$ cat config.mk
export PLATFORM = sky130hd
export DESIGN_NAME = serial_sub_ctrl
export DESIGN_NICKNAME = d
export VERILOG_FILES = /design/src/rtl/sub_pkg.sv /design/src/rtl/full_sub.sv /design/src/rtl/serial_sub_ctrl.sv
export SDC_FILE = /design/constraint.sdc
export NUM_CORES = 1
export LEC_CHECK = 0
export ABC_AREA = 1
export CORE_MARGIN = 2
export CORE_UTILIZATION = 55
export CTS_CLUSTER_SIZE = 40
export DETAILED_ROUTE_END_ITERATION = 10
export GPL_TIMING_DRIVEN = 0
export PLACE_DENSITY = 0.82
export SYNTH_ARGS = -nofsm -noshare
export SYNTH_HDL_FRONTEND = slang
export SYNTH_SLANG_ARGS = --single-unit
$ cat constraint.sdc
create_clock -name clk -period 3.6 [get_ports clk]
set_input_delay 0.54 -clock clk [delete_from_list [all_inputs] [get_ports clk]]
set_output_delay 0.54 -clock clk [all_outputs]
set_load 0.005 [all_outputs]
$ cat src/rtl/sub_pkg.sv
// Shared types and limits for the bit-serial subtractor controller and its cell.
// Supported operand widths are WIDTH_MIN..WIDTH_MAX.
package sub_pkg;

    typedef enum logic [1:0] {
        IDLE = 2'd0,
        RUN  = 2'd1,
        DONE = 2'd2
    } sub_state_t;

    localparam int WIDTH_MIN = 2;
    localparam int WIDTH_MAX = 64;

endpackage

$ cat src/rtl/full_sub.sv
// One-bit full subtractor: d = x - y - bin, with the borrow out of this bit in bout.
module full_sub (
    input  logic x,
    input  logic y,
    input  logic bin,
    output logic d,
    output logic bout
);

    assign d    = x ^ y ^ bin;
    // A borrow is needed when y + bin exceeds x.
    assign bout = (~x & (y | bin)) | (y & bin);

endmodule

$ cat src/rtl/serial_sub_ctrl.sv
// Bit-serial subtractor: feeds one full_sub cell LSB first over WIDTH cycles and
// presents diff = a - b with the final borrow through a start/done handshake.
module serial_sub_ctrl
    import sub_pkg::*;
#(
    parameter int WIDTH = 8
) (
    input  logic             clk,
    input  logic             rst_n,
    input  logic             start,
    input  logic [WIDTH-1:0] a,
    input  logic [WIDTH-1:0] b,
    output logic             busy,
    output logic             done,
    output logic [WIDTH-1:0] diff,
    output logic             borrow
);

    localparam int CW = $clog2(WIDTH);

    sub_state_t       state_reg, state_next;
    logic [WIDTH-1:0] sa_reg, sb_reg;
    logic [WIDTH-2:0] acc_reg;
    logic [WIDTH-1:0] diff_reg;
    logic             bf_reg, borrow_reg;
    logic [CW-1:0]    cnt_reg;

    logic             dbit, bout, last_bit;
    logic [WIDTH-1:0] acc_shifted;

    full_sub u_cell (
        .x    (sa_reg[0]),
        .y    (sb_reg[0]),
        .bin  (bf_reg),
        .d    (dbit),
        .bout (bout)
    );

    // The current bit enters at the MSB; after WIDTH shifts the first bit sits at bit 0.
    assign acc_shifted = {dbit, acc_reg};
    assign last_bit    = (cnt_reg == CW'(WIDTH - 1));

    always_comb begin
        state_next = state_reg;
        case (state_reg)
            IDLE:    if (start) state_next = RUN;
            RUN:     if (last_bit) state_next = DONE;
            DONE:    state_next = IDLE;
            default: state_next = IDLE;
        endcase
    end

    always_ff @(posedge clk or negedge rst_n) begin
        if (!rst_n) begin
            state_reg  <= IDLE;
            sa_reg     <= '0;
            sb_reg     <= '0;
            acc_reg    <= '0;
            diff_reg   <= '0;
            bf_reg     <= 1'b0;
            borrow_reg <= 1'b0;
            cnt_reg    <= '0;
        end else begin
            state_reg <= state_next;
            case (state_reg)
                IDLE: begin
                    if (start) begin
                        sa_reg  <= a;
                        sb_reg  <= b;
                        acc_reg <= '0;
                        bf_reg  <= 1'b0;
                        cnt_reg <= '0;
                    end
                end
                RUN: begin
                    sa_reg  <= sa_reg >> 1;
                    sb_reg  <= sb_reg >> 1;
                    acc_reg <= acc_shifted[WIDTH-1:1];
                    bf_reg  <= bout;
                    if (last_bit) begin
                        // Outputs move only here, so no partial result is ever visible.
                        diff_reg   <= acc_shifted;
                        borrow_reg <= bout;
                    end else begin
                        cnt_reg <= cnt_reg + CW'(1);
                    end
                end
                default: ;
            endcase
        end
    end

    assign busy   = (state_reg == RUN);
    assign done   = (state_reg == DONE);
    assign diff   = diff_reg;
    assign borrow = borrow_reg;

endmodule

### Word-level counts from Yosys, hierarchy flattened

Index checks and enable logic that the tools add are counted.

| operators by class | value |
|---|---|
| equal/unequal tests | 6 |
| reduce and logical (&&, ||, !) cells | 6 |
| $add $sub $neg | 1 |
| multiplexer cells | 14 |
| bitwise operators | 7 |

Operators with widths:

| cell | count |
|---|---|
| 8-bit one-hot mux with 2 select lines | 2 |
| 8-bit 2-to-1 mux | 2 |
| 7-bit one-hot mux with 2 select lines | 1 |
| 7-bit 2-to-1 mux | 1 |
| 3-bit 2-to-1 mux | 2 |
| 3-bit one-hot mux with 2 select lines | 1 |
| 2-bit AND reduction | 3 |
| 2-bit 2-to-1 mux | 2 |
| 2-bit inequality test, second input constant | 2 |
| 2-bit one-hot mux with 2 select lines | 1 |
| 3-bit by 1-bit adder with 3-bit output, second input constant | 1 |
| 3-bit equality test, second input constant | 1 |
| 3-bit AND reduction | 1 |
| 1-bit AND | 2 |
| 2-bit by 1-bit equality test with 1-bit output, second input constant | 1 |
| 2-bit equality test, second input constant | 1 |
| 2-bit zero test | 1 |
| 2-bit by 1-bit inequality test with 1-bit output, second input constant | 1 |
| 1-bit OR | 2 |
| 1-bit one-hot mux with 2 select lines | 1 |
| 2-bit nonzero test | 1 |
| 1-bit XOR | 2 |
| 1-bit 2-to-1 mux | 1 |
| 1-bit inverter | 1 |

| storage, ports and cells | value |
|---|---|
| bits of input ports | 19 |
| output and inout bits | 11 |
| logic and storage cells | 42 |
| bits in registers | 38 |

### Depth between registers and ports, before layout

| logic depth | value |
|---|---|
| depth after elaboration | 4 |
| mapped depth | 6 |
| depth with buffers taken out | 6 |

### Hierarchy

A second synthesis with hierarchy kept.

| second synthesis, totals | value |
|---|---|
| cell total of the unflattened synthesis | 210 |
| area total of the unflattened synthesis | 1794.2 um^2 |

By module, submodules not included:

| module | times used | cells each | area an instance (um^2) | seq. area each (um^2) |
|---|---|---|---|---|
| serial_sub_ctrl | 1 | 207 | 1766.7 | 950.9 |
| full_sub | 1 | 3 | 27.5 | 0.0 |

### Worst setup path before layout

OpenSTA, ideal clock, no wires.

| timing path | value |
|---|---|
| path type | reg-to-output |
| from | reg state_reg[1] |
| to | out busy |
| slack | 2276 ps |
| cell stages (with the launch flop) | 3 |
| data required time | 3060 ps |
| arrival | 784 ps |
| buffers on the path | 1 |
| path through | dfrtp_1 nor2_4 buf_4 |

| on the way | value |
|---|---|
| word-level cells in the longest chain between the ends | 1 |

RTL lines:

| what | RTL line | RTL |
|---|---|---|
| start: declaration | serial_sub_ctrl.sv:21 | `sub_state_t state_reg, state_next;` |
| start signal: assignment | serial_sub_ctrl.sv:64 | `state_reg <= state_next;` |
| 2-bit by 1-bit equality test with 1-bit output | serial_sub_ctrl.sv:93 | `assign busy = (state_reg == RUN);` |
| end: declaration | serial_sub_ctrl.sv:13 | `output logic busy,` |

No other way between the ends.

### Worst setup path in the final report

Same ends and word-level chain as after synthesis.

==> impl_results.md <==
* Final Max Tran Viols at 0
* WHS at 0.286 ns
* Compound-Gate Fraction of Synth Area at 7.54%
* Slew HR at 45.1%
* Mux share of post-synthesis cell area at 0%
* Final WS setup at 1.31 ns
* Tcrit/Tclk final at 63.7%
* Post-synth top area share at 53.5%
* Via count at 1458
* Die Wd at 60.8 um
* Setup TNS at 0 ns
* Max FO, Critical Path at 10
* ANT cells at 0
* Worst-skew pair later-pin latency at 0.34 ns
* PortBufs at 29
* Clk_skew at 0.0108 ns
* Area leader, netlist: dfrtp_1
* Dominant synthesized flop cell: dfrtp_1
* Syn Area/Cell at 9.06 um^2
* Pre-CTS setup slack at 1.69 ns
* Crit. End Element: output pin
* Max cap viols at 0
* Commonest cells in the netlist: 50 x nand2_1, 42 x nand3_1, 38 x dfrtp_1, 21 x inv_1, 13 x o21ai_2
* Post-Synth Simple-Gate Area at 27.5%
* Yosys warnings at 0
* Reg clk slew, reported paths at 0.11 ns
* Setup crit start: state_reg[1]$_DFFE_PN0P_
* Post-synthesis async set-or-reset flop share at 100%
* Cell area after layout at 2170 um^2
* Initial antenna violation count at 0
* Final WL at 3550 um
* Post-synth EDFFs at 0
* Synthesized area at 1780 um^2
* Tmin final at 2.29 ns
* Worst reg2reg startpoint: cnt_reg[0]$_DFFE_PN0P_
* TritonCTS clock tree: done
* First drt pass iteration count at 4
* CTS Buffer Depth at 2
* Num ports at 30
* Final Hold Fails at 0
* Most frequent cell after synthesis: nand2_1
* Area growth, synth to finish at 22.0%
* Leakage power at 1.08 nW
* CP required at 3.06 ns
* Pwr/cell area at 760 nW/um^2
* Htree depth at 2
* Vias in the first global route at 1329
* Hold_buf cts at 0
* Class of the worst hold path: in2async
* Core area at 3050 um^2
* Distinct cell type count after synthesis at 18
* Starting density of the core at 58.2%
* Setup violators final at 0
* Status: finished clean
* First-pass GRT wire length at 5650 um
* Worst-Margin Slew at 0.824 ns
* Synthesized net count at 218
* Residual DRC at 0
* Flop-to-flop setup slack at 2.24 ns
* Total grt overflow at 0
* Largest family of logic cells by synthesized area: simple AND/OR/NAND/NOR gates
* Pin count of the biggest net entering global routing at 39
* GP Congestion at 0.819
* Ranking of synthesized cells by area: dfrtp_1 54%, nand3_1 12%, nand2_1 11%
* Die area at 3700 um^2
* Antenna Nets Post-Route at 0
* Via density at 5.30
* WP data arrival at 1.75 ns
* Area after DPL at 2120 um^2
* RSZ-0062 raised after global routing: no
* Cells after Synth at 196
* Synth Area in XOR/XNOR at 0%
* R2r endpoint: diff[6]$_DFFE_PN0P_
* Total power at 0.00165 W
* Chip height at 60.8 um
* Initial DRC Count at 82
* CTS resizes at 0
* F_max at 436 MHz
* Layout cells sized above 1 at 16.0%
* Clk root buf: clkbuf_4
* VDD IR-drop max at 0.000366 V
* HPWL Detailed at 2560 um
* Area share of fa/ha/maj cells after synthesis at 2.54%
* Setup repair bufs after CTS at 0
* Row count at 20
* Num CTS Buffers at 5
* #FFs+latches synth at 38
* Sequential area share after synthesis at 53.5%
* Nets at 254
* Startpoint Class: flop
* Tot GR Track Use at 21.4%
* Worst reg-to-reg path cell count at 6
* Avg WL per Cell at 12.9 um
* Critical path class: reg2out
* CTS sink count at 38
==> stage by stage <==
step / util, % / instances
after global placement: 69.5 / 269
after global routing: 71.0 / 275
final: 71.0 / 275
after CTS: 71.0 / 275
after floorplan: - / 196
after detailed placement: 69.3 / 269
==> power by group <==
group / switching [W] / internal, W
logic: 0.000405 / 0.000325
clock network: 0.000131 / 0.0000881
registers: 0.0000960 / 0.000602
==> cell families after synthesis <==
group,count (synthesis)
fa+ha+maj,3
flops,38
compound gates,17
buf+inv,33
simple gates,105
==> area by class of cell <==
type	count	area, um^2
multi-input combinational	125	668
buffer	9	67.6
fill	274	885
clock buffer	6	51.3
timing repair buffer	29	285
tap	44	55.1
inverter	24	90.1
sequential	38	951
==> layout by cell type (no fill, tap or decap), types with 2 or more instances in the layout <==
cell type	instances
nand2_1	50
nand3_1	42
dfrtp_1	38
clkdlybuf4s50_1	28
inv_1	21
o21ai_2	13
clkbuf_4	5
buf_4	4
buf_2	4
nor2_1	4
nand4_1	4
inv_2	3
nand2_4	3
o21ai_1	2
buf_6	2
o21ai_0	2
ha_1	2
==> how the worst max path moves through the flow <==
| stage | endpoint | slack [ns] | depth (start not counted) |
|---|---|---|---|
| after floorplan | busy | 2.28 | 2 |
| after global placement | sb_reg[4]$_DFFE_PN0P_ | 1.18 | 1 |
| after detailed placement | busy | 1.69 | 3 |
| after CTS | busy | 1.30 | 3 |
| after global routing | busy | 1.21 | 4 |
| final | busy | 1.31 | 3 |
==> worst max-delay path, cell delays in order (launching register included) <==
cell             delay [ns]
dfrtp_1                0.44
nor2_4                 0.23
buf_4                  0.22
clkdlybuf4s50_1        0.51
==> metal layers <==
| metal | up-vias | routed length, um | GRT usage [%] | share of wire [%] |
|---|---|---|---|---|
| met4 | 0 | 72 | 9.01 | 2.0 |
| met3 | 9 | 213 | 6.82 | 6.0 |
| met2 | 50 | 1810 | 38.4 | 51 |
| met5 | - | 0 | 0 | 0 |
| met1 | 699 | 1450 | 23.1 | 41 |
| li1 | 700 | - | - | - |
No activity file was read; power rests on OpenSTA's default activity.
